File: config.mk
export PLATFORM = sky130hd
export DESIGN_NAME = base_target
export DESIGN_NICKNAME = d
export VERILOG_FILES = /design/src/rtl/base_target.sv
export SDC_FILE = /design/constraint.sdc
export NUM_CORES = 1
export LEC_CHECK = 0
export BUFFER_PORTS_ARGS = -buffer_cell sky130_fd_sc_hd__buf_2
export CAP_MARGIN = 0
export CORE_MARGIN = 2
export CORE_UTILIZATION = 33
export DETAILED_ROUTE_END_ITERATION = 8
export MAX_ROUTING_LAYER = met4
export PLACE_DENSITY = 0.86
export SLEW_MARGIN = 40
export SYNTH_ARGS = -nofsm -noshare
export SYNTH_HDL_FRONTEND = slang
export SYNTH_SLANG_ARGS = --single-unit
File: constraint.sdc
create_clock -name clk_50MHz -period 2 [get_ports clk_50MHz]
set_input_delay 0.1 -clock clk_50MHz [delete_from_list [all_inputs] [get_ports clk_50MHz]]
set_output_delay 0.1 -clock clk_50MHz [all_outputs]
set_load 0.005 [all_outputs]
File: src/rtl/base_target.sv
// Stationary defended object: per-frame bullet collision, HP tracking with blink/dead states, sprite addressing.
// Optional hit-point regeneration is enabled by defining BASE_REGEN_EN.
module base_target #(
   parameter int X_POS        = 320,
   parameter int Y_POS        = 416,
   parameter int SIZE         = 32,
   parameter int NUM_BULLETS  = 4,
   parameter int BULLET_SIZE  = 4,
   parameter int HIT_POINTS   = 3,
   parameter int FLASH_FRAMES = 30,
   parameter int REGEN_FRAMES = 600,
   localparam int CW          = $clog2(SIZE),
   localparam int HPW         = $clog2(HIT_POINTS + 1)
) (
   input  logic                      clk_50MHz,
   input  logic                      reset,
   input  logic [9:0]                x,
   input  logic [9:0]                y,
   input  logic                      refresh_tick,
   input  logic [10*NUM_BULLETS-1:0] bullet_x,
   input  logic [10*NUM_BULLETS-1:0] bullet_y,
   input  logic [NUM_BULLETS-1:0]    bullet_valid,
   output logic [NUM_BULLETS-1:0]    hit_ack,
   output logic [CW-1:0]             rom_row,
   output logic [CW-1:0]             rom_col,
   output logic                      base_on,
   output logic [HPW-1:0]            hp,
   output logic                      flashing,
   output logic                      destroyed
);

   // Counter must be at least 3 bits wide because bit 2 drives the blink.
   localparam int FCW = ($clog2(FLASH_FRAMES) < 3) ? 3 : $clog2(FLASH_FRAMES);

   localparam logic [10:0] XL = 11'(X_POS);
   localparam logic [10:0] XH = 11'(X_POS + SIZE);
   localparam logic [10:0] YL = 11'(Y_POS);
   localparam logic [10:0] YH = 11'(Y_POS + SIZE);
   localparam logic [10:0] BS = 11'(BULLET_SIZE);

   typedef enum logic [1:0] {ST_ALIVE, ST_FLASH, ST_DEAD} state_t;

   state_t                 r_state, w_state_nxt;
   logic [HPW-1:0]         r_hp, w_hp_nxt;
   logic [FCW-1:0]         r_flash_cnt, w_flash_nxt;
   logic [NUM_BULLETS-1:0] r_hit_ack;
   logic                   r_base_on;
   logic [NUM_BULLETS-1:0] w_hit;
   logic                   w_any_hit;
   logic                   w_inside;
   logic                   w_visible;

`ifdef BASE_REGEN_EN
   localparam int RCW = (REGEN_FRAMES > 1) ? $clog2(REGEN_FRAMES) : 1;
   logic [RCW-1:0]         r_regen_cnt, w_regen_nxt;
`endif

   // 11-bit comparisons so bx + BULLET_SIZE never wraps near the screen edge.
   for (genvar i = 0; i < NUM_BULLETS; i++) begin : g_hit
      logic [10:0] w_bx, w_by;
      assign w_bx     = {1'b0, bullet_x[10*i +: 10]};
      assign w_by     = {1'b0, bullet_y[10*i +: 10]};
      assign w_hit[i] = refresh_tick && bullet_valid[i]
                        && (w_bx + BS > XL) && (w_bx < XH)
                        && (w_by + BS > YL) && (w_by < YH);
   end

   assign w_any_hit = |w_hit;

   always_comb begin
      w_state_nxt = r_state;
      w_hp_nxt    = r_hp;
      w_flash_nxt = r_flash_cnt;
`ifdef BASE_REGEN_EN
      w_regen_nxt = r_regen_cnt;
`endif
      if (refresh_tick) begin
         case (r_state)
            ST_ALIVE: begin
               if (w_any_hit) begin
`ifdef BASE_REGEN_EN
                  w_regen_nxt = '0;
`endif
                  if (r_hp > HPW'(1)) begin
                     w_hp_nxt    = r_hp - HPW'(1);
                     w_state_nxt = ST_FLASH;
                     w_flash_nxt = FCW'(FLASH_FRAMES - 1);
                  end else begin
                     w_hp_nxt    = '0;
                     w_state_nxt = ST_DEAD;
                  end
               end
`ifdef BASE_REGEN_EN
               else if (r_hp < HPW'(HIT_POINTS)) begin
                  if (r_regen_cnt == RCW'(REGEN_FRAMES - 1)) begin
                     w_hp_nxt    = r_hp + HPW'(1);
                     w_regen_nxt = '0;
                  end else begin
                     w_regen_nxt = r_regen_cnt + RCW'(1);
                  end
               end
`endif
            end
            ST_FLASH: begin
               if (r_flash_cnt == '0) w_state_nxt = ST_ALIVE;
               else                   w_flash_nxt = r_flash_cnt - FCW'(1);
            end
            default: ;
         endcase
      end
   end

   assign w_inside  = ({1'b0, x} >= XL) && ({1'b0, x} < XH)
                   && ({1'b0, y} >= YL) && ({1'b0, y} < YH);
   assign w_visible = (r_state != ST_FLASH) || !r_flash_cnt[2];

   always_ff @(posedge clk_50MHz) begin
      if (!reset) begin
         r_state     <= ST_ALIVE;
         r_hp        <= HPW'(HIT_POINTS);
         r_flash_cnt <= '0;
         r_hit_ack   <= '0;
         r_base_on   <= 1'b0;
`ifdef BASE_REGEN_EN
         r_regen_cnt <= '0;
`endif
      end else begin
         r_state     <= w_state_nxt;
         r_hp        <= w_hp_nxt;
         r_flash_cnt <= w_flash_nxt;
         r_hit_ack   <= w_hit;
         r_base_on   <= w_inside && w_visible;
`ifdef BASE_REGEN_EN
         r_regen_cnt <= w_regen_nxt;
`endif
      end
   end

   // Row/col addresses are combinational so ROM data lines up with registered base_on.
   assign rom_row   = CW'(y - 10'(Y_POS));
   assign rom_col   = CW'(x - 10'(X_POS));
   assign hit_ack   = r_hit_ack;
   assign base_on   = r_base_on;
   assign hp        = r_hp;
   assign flashing  = (r_state == ST_FLASH);
   assign destroyed = (r_state == ST_DEAD);

endmodule

==> out/metrics.yaml, run 1 <==
logic_synthesis:
  yosysSeqAreaShare_pct: 25.7
  synthDistinctLibCells: 41
  syn_inst: 122
  synthFlopType: "dfxtp_1"
  synthTopCellsByArea: "dfxtp_1, buf_4, nor2_1"
  syn_area_um2: 1090
  ys_async_sr_fraction_pct: 0
  synth-seq-cells: 14
  yosysTopAreaCellShare_pct: 25.7
  synth_edf_count: 0
  yosys.cell_count.top_type: "nor2_1"
  yosys_warnings: 0
  syn_avg_cell_area_um2: 8.93
  synthTopCellsByCount: "nor2_1, dfxtp_1, buf_4, nand2_1, nand4_1"
  synth_largest_area_cell: "dfxtp_1"
  syn_nets: 231
timing:
  post-route-period-util_pct: 90.6
  max_slew_margin_pct: 66.7
  skew_ns: 0.00142
  maxSlewViolCount: 0
  finalSetupViolations: 0
  hold_slack_ns: 0.0505
  max_freq_ghz: 0.552
  final.setup.tns_ns: 0
  min_period_ns: 1.81
  rsz0062_at_grt: "false"
  worst_slew_pin_slew_ns: 0.493
  hold_viol: 0
route:
  firstDrtPassIters: 4
  wl_per_cell_um: 12.9
  via_per_inst: 5.11
  drcViolationCount: 0
  drtIter0Drc: 12
  wl_mm: 3.40
  ant_nets: 0
  vias: 1344
place:
  routabilityCongestion: 0.857
  placed_cells: 259
  dp_hpwl_mm: 2.98
  numPortBuffers: 105
power:
  vdd_drop_max_uv: 295
  leakage_uw: 0.000742
  cellPowerDensity_nw_per_um2: 353
clock_network:
  post_cts_buffers: 0
  htree_levels: 1
  cts_buffer_depth: 2
  cts_sinks: 14
  cts_tree: "done"
  clk_latency_ns: 0.27
  cts_buffers: 3
  clkTransAtPathRegs_ns: 0.08
  clockRootBuffer: "clkbuf_4"
run:
  cap_violations: 0
final_layout:
  instances_no_fill: 263
  drive_gt1_share_pct: 55.3
  final_util_pct: 52.2
  final_nets: 330
  syn2layout_area_growth_pct: 48.6
  antennaDiodeCount: 0
critical_path:
  start_kind: "register"
  reg2reg_to: "r_flash_cnt[3]"
  worstPathRequired_ns: 2.19
  r2r_cells: 7
  path_max_fanout: 5
  r2r-start: "r_flash_cnt[0]"
  r2r_slack_ns: 0.19
  critPathKind: "register to register"
  arrival_ns: 2.00
  critPathSlowestCell: "dfxtp_1"
  worstSetupEndpointType: "register"
  crit_chain: "inv_1, ha_1, nor4b_1, a21oi_1, o21a_1, o211ai_1, o32ai_1"
  slowest_delay_ns: 0.41
hold_path:
  holdPathStages: 3
  hold_path.class: "input port to register"
  hp-start: "y[5]"
  whs_endpoint: "base_on"
floorplan:
  die_h_um: 61.5
  initial_core_util_pct: 35.1
  pin_count: 126
  fp.coreArea_um2: 3100
  die_w_um: 61.5
  row_count: 20
  die-area_um2: 3780
grt:
  grt_usage_pct: 18.6
  grt_overflow: 0
  antenna_found_initial: 0
  grt_pass1_wl_mm: 5.09
  first_global_vias: 1320
  grt_max_degree: 11
outcome:
  status: "completed"
power breakdown:
part	switching [uW]	internal, uW
Combinational	55.2	85.1
Clock	82.4	69.8
Sequential	0.236	279
sequential cells by signal, summed over array words and instances (netlist names):
| register | cells |
|---|---|
| base_on | 1 |
| hit_ack | 4 |
| r_flash_cnt | 5 |
| hp | 2 |
| r_state | 2 |
logic make-up after synthesis:
group                      after synthesis  share of synthesized area (%)
AOI/OAI and AO/OA                       30                           28.9
adders and majority gates                2                           2.30
buffers and inverters                   17                           9.76
DFF                                     14                           25.7
and+or+nand+nor                         59                           33.3
routing by layer:
layer  part of all wire [%]  vias to the layer above  GRT usage, %
met1                     35                      622          16.2
met5                      0                        -             -
li1                       -                      660             -
met2                     54                       58          38.0
met4                   0.82                        0          2.43
met3                    9.5                        4          6.93
area by class of cell:
class                           count  area, um^2
Timing Repair Buffer              107         543
Tap cell                           44        55.1
Sequential cell                    14         280
Fill cell                         336        1480
Inverter                            4        15.0
Multi-Input combinational cell     91         703
Clock buffer                        3        22.5
worst max path at each step:
stage / from / endpoint / depth (start not counted) / slack (ns)
finish: r_flash_cnt[0] / r_flash_cnt[3] / 7 / 0.19
global route: r_flash_cnt[0] / r_flash_cnt[3] / 7 / 0.01
CTS: r_flash_cnt[0] / r_flash_cnt[3] / 7 / 0.19
detailed placement: r_flash_cnt[0] / r_flash_cnt[3] / 7 / 0.24
global placement: bullet_x[29] / hp[0] / 7 / 0.28
floorplan: r_flash_cnt[0] / r_flash_cnt[3] / 7 / 0.42
through the flow:
stage                     total power, uW  cell area (um^2)  setup WS [ns]
after floorplan                       340              1090          0.418
after global placement                421              1590          0.284
after detailed placement              425              1590          0.237
after CTS                             580              1620          0.188
after global routing                  607              1620         0.0112
final                                 571              1620          0.189
worst max-delay path, delay by kind of cell (launching register included):
kind / cells / cell delay [ns]
AOI/OAI and AO/OA: 4 / 0.86
DFF: 1 / 0.41
adders and majority gates: 1 / 0.21
and+or+nand+nor: 1 / 0.16
buffers and inverters: 1 / 0.09
cells in the final DEF, fill, tap and decap left out, drive strengths merged, types with 2 or more instances in the layout:
cell	count
dfxtp	14
or3b	3
a2111oi	4
inv	4
nor4b	4
o31ai	2
nand2	9
o2111a	4
o211ai	3
nor2	17
o21ai	3
o221ai	4
nand4	5
nand4b	2
buf	106
nand4bb	4
a21oi	3
clkbuf	3
nor2b	4
ha	2
nand3	4
repair_timing:
| item | 4_1_cts | 5_1_grt |
|---|---|---|
| gates resized for setup | 0 | 0 |
| endpoints found under the hold margin | 1 | 0 |
| hold buffers | 1 | 0 |
No activity file was read; power rests on OpenSTA's default activity.
==> run 2, diff against run 1 <==
--- a/config.mk
+++ b/config.mk
@@ -7,11 +7,10 @@
 export LEC_CHECK = 0
 export BUFFER_PORTS_ARGS = -buffer_cell sky130_fd_sc_hd__buf_2
 export CAP_MARGIN = 0
-export CORE_MARGIN = 2
-export CORE_UTILIZATION = 33
+export CORE_UTILIZATION = 36
 export DETAILED_ROUTE_END_ITERATION = 8
 export MAX_ROUTING_LAYER = met4
-export PLACE_DENSITY = 0.86
+export PLACE_DENSITY = 0.93
 export SLEW_MARGIN = 40
 export SYNTH_ARGS = -nofsm -noshare
 export SYNTH_HDL_FRONTEND = slang
==> constraint.sdc (replaced) <==
create_clock -name clk_50MHz -period 2.2 [get_ports clk_50MHz]
set_input_delay 0.11 -clock clk_50MHz [delete_from_list [all_inputs] [get_ports clk_50MHz]]
set_output_delay 0.11 -clock clk_50MHz [all_outputs]
set_load 0.005 [all_outputs]
==> run 2 against run 1 <==
  * The run now ends with DRC left
  * Count of clock-buffer cells in the layout increased by 1
  * Sequential cell count unchanged
  * Die area decreased by 14%
  * Via count decreased by 1.9%
  * First-iteration DRC count increased to 2.7 times the previous value
  * Power decreased by 0.22%
  * Critical path depth unchanged
  * Core utilization increased by 5.2 points
  * Sequential share of layout area increased by 0.11 points
  * Cell area decreased by 0.62%
  * Global-route usage increased by 3.2 points
  * Routed wire length decreased by 6.2%
==> out/metrics.yaml, run 2 (same netlist as run 1, synthesis figures left out) <==
grt:
  grt_overflow: 0  # unchanged
  grt_usage_pct: 21.8  # +3.2 points
  grt_pass1_wl_mm: 5.43  # +6.6%
  first_global_vias: 1321  # +0.076%
  antenna_found_initial: 0  # unchanged
  grt_max_degree: 12  # +1
timing:
  min_period_ns: 1.83  # +0.0156 ns
  max_freq_ghz: 0.547  # -0.85%
  skew_ns: 0.00888  # +0.00746 ns
  hold_viol: 0  # unchanged
  finalSetupViolations: 0  # unchanged
  post-route-period-util_pct: 83.0  # -7.5 points
  worst_slew_pin_slew_ns: 0.499  # +0.00597 ns
  max_slew_margin_pct: 66.3  # -0.40 points
  final.setup.tns_ns: 0  # unchanged
  maxSlewViolCount: 0  # unchanged
  rsz0062_at_grt: "false"
clock_network:
  cts_buffers: 3  # unchanged
  cts.repair.resized: 0  # unchanged
  post_cts_buffers: 0  # unchanged
  clkTransAtPathRegs_ns: 0.09  # about the same
  clk_latency_ns: 0.29  # +0.02 ns
  cts_tree: "done"
  clockRootBuffer: "clkbuf_4"
  htree_levels: 1  # unchanged
  cts_sinks: 14  # unchanged
  cts_buffer_depth: 2  # unchanged
final_layout:
  drive_gt1_share_pct: 55.3  # unchanged
  final_common_cell: "buf_2"
  nFillCells: 265  # -21%
  layout_common_cells: "buf_2, nor2_1, dfxtp_1"
  largest-register: "r_flash_cnt"
  largest_reg_flops: 5  # unchanged
  final_util_pct: 57.4  # +5.2 points
  final_nets: 329  # -0.30%
  syn2layout_area_growth_pct: 47.6
  antennaDiodeCount: 0  # unchanged
critical_path:
  slowest_delay_ns: 0.41  # about the same
  worstSetupEndpointType: "register"
  critPathSlowestCell: "dfxtp_1"
  start_kind: "register"
  worstPathRequired_ns: 2.39  # +0.20 ns
  crit_chain: "inv_1, ha_1, nor4b_1, a21oi_1, o21a_1, o211ai_1, o32ai_1"
  arrival_ns: 2.02  # +0.02 ns
  path_max_fanout: 5  # unchanged
  critPathKind: "register to register"
floorplan:
  initial_core_util_pct: 38.8  # +3.7 points
  die_w_um: 57.0  # -7.2%
  fp.coreArea_um2: 2810  # -9.6%
  row_count: 19  # -5.0%
  die_h_um: 57.0  # -7.2%
  pin_count: 126  # unchanged
  die-area_um2: 3250  # -14%
place:
  routabilityCongestion: 0.859  # +0.19%
  dp_hpwl_mm: 2.77  # -7.2%
  numPortBuffers: 105  # unchanged
hold_path:
  hold_path.class: "input port to register"
power:
  p_sw_uw: 139  # +0.48%
  p_comb_share_pct: 22.3  # -2.3 points
  p_int_uw: 432  # -0.44%
  vdd_drop_max_uv: 140  # -52%
  cellPowerDensity_nw_per_um2: 354  # +0.40%
  seqPwrFrac_pct: 44.5  # -4.3 points
  swShare_pct: 24.3  # +0.17 points
  leakage_uw: 0.000744  # +0.23%
  p_clk_share_pct: 33.2  # +6.6 points
outcome:
  violations: "DRC"
  status: "complete, but fails checks"
route:
  wl_per_cell_um: 12.8  # -1.3%
  firstDrtPassIters: 6  # +2
  drcViolationCount: 10  # +10
  ant_nets: 0  # unchanged
  wl_mm: 3.19  # -6.2%
  drtIter0Drc: 32  # +20
  via_per_inst: 5.27  # +3.2%
  vias: 1318  # -1.9%
run:
  cap_violations: 0  # unchanged
[run 2: stage by stage]
stage | cells | area, um^2 | power, uW | hold slack, ns | setup WS [ns]
final | 250 | 1610 | 570 | 0.0641 | 0.373
after global routing | 250 | 1610 | 598 | 0.0610 | 0.209
after CTS | 250 | 1610 | 574 | 0.0583 | 0.412
after detailed placement | 245 | 1560 | 386 | 0.220 | 0.390
after global placement | 245 | 1560 | 381 | 0.220 | 0.475
after floorplan | 122 | 1090 | 309 | 0.193 | 0.618
[run 2: repair_timing]
item,4_1_cts,5_1_grt
endpoints found under the hold margin,1,0
hold buffers,1,0
endpoints found under the setup margin,0,0
[run 2: cell type report]
type | instances | area, um^2 | share of cell area (%)
Multi-Input combinational cell | 91 | 703 | 43.7
Tap cell | 31 | 38.8 | 2.41
Clock buffer | 4 | 36.3 | 2.26
Sequential cell | 14 | 280 | 17.4
Timing Repair Buffer | 106 | 536 | 33.3
Inverter | 4 | 15.0 | 0.933
[run 2: path summary, 6_finish.rpt]
| kind | startpoint | endpoint | slack [ns] | cells after the start |
|---|---|---|---|---|
| setup / recovery | r_flash_cnt[0] | r_flash_cnt[3] | 0.37 | 7 |
| hold / removal | y[5] | base_on | 0.06 | 3 |
| setup reg to reg | r_flash_cnt[0] | r_flash_cnt[3] | 0.37 | 7 |
| hold reg to reg | r_flash_cnt[4] | r_flash_cnt[4] | 0.51 | 1 |
[run 2: metal layers]
layer / GRT usage (%) / wire (um) / vias to the layer above
li1: - / - / 657
met1: 23.0 / 1270 / 602
met2: 39.2 / 1640 / 53
met3: 2.72 / 202 / 6
met4: 12.2 / 79 / 0
met5: - / 0 / -
[run 2: power groups by stage]
stage                     Clock, uW  Combinational [uW]  Sequential (uW)
after floorplan                   0                49.3              259
after global placement            0                 122              260
after detailed placement          0                 126              260
after CTS                       193                 128              254
after global routing            204                 140              254
final                           189                 127              254
[run 2: critical path, delay by kind of cell, from the launching register on]
kind                     cells  cell delay (ns)
flip-flops                   1             0.41
AO/OA/AOI/OAI                4             0.88
buffers and inverters        1             0.08
adder cells (fa/ha/maj)      1             0.20
AND/OR/NAND/NOR              1             0.16
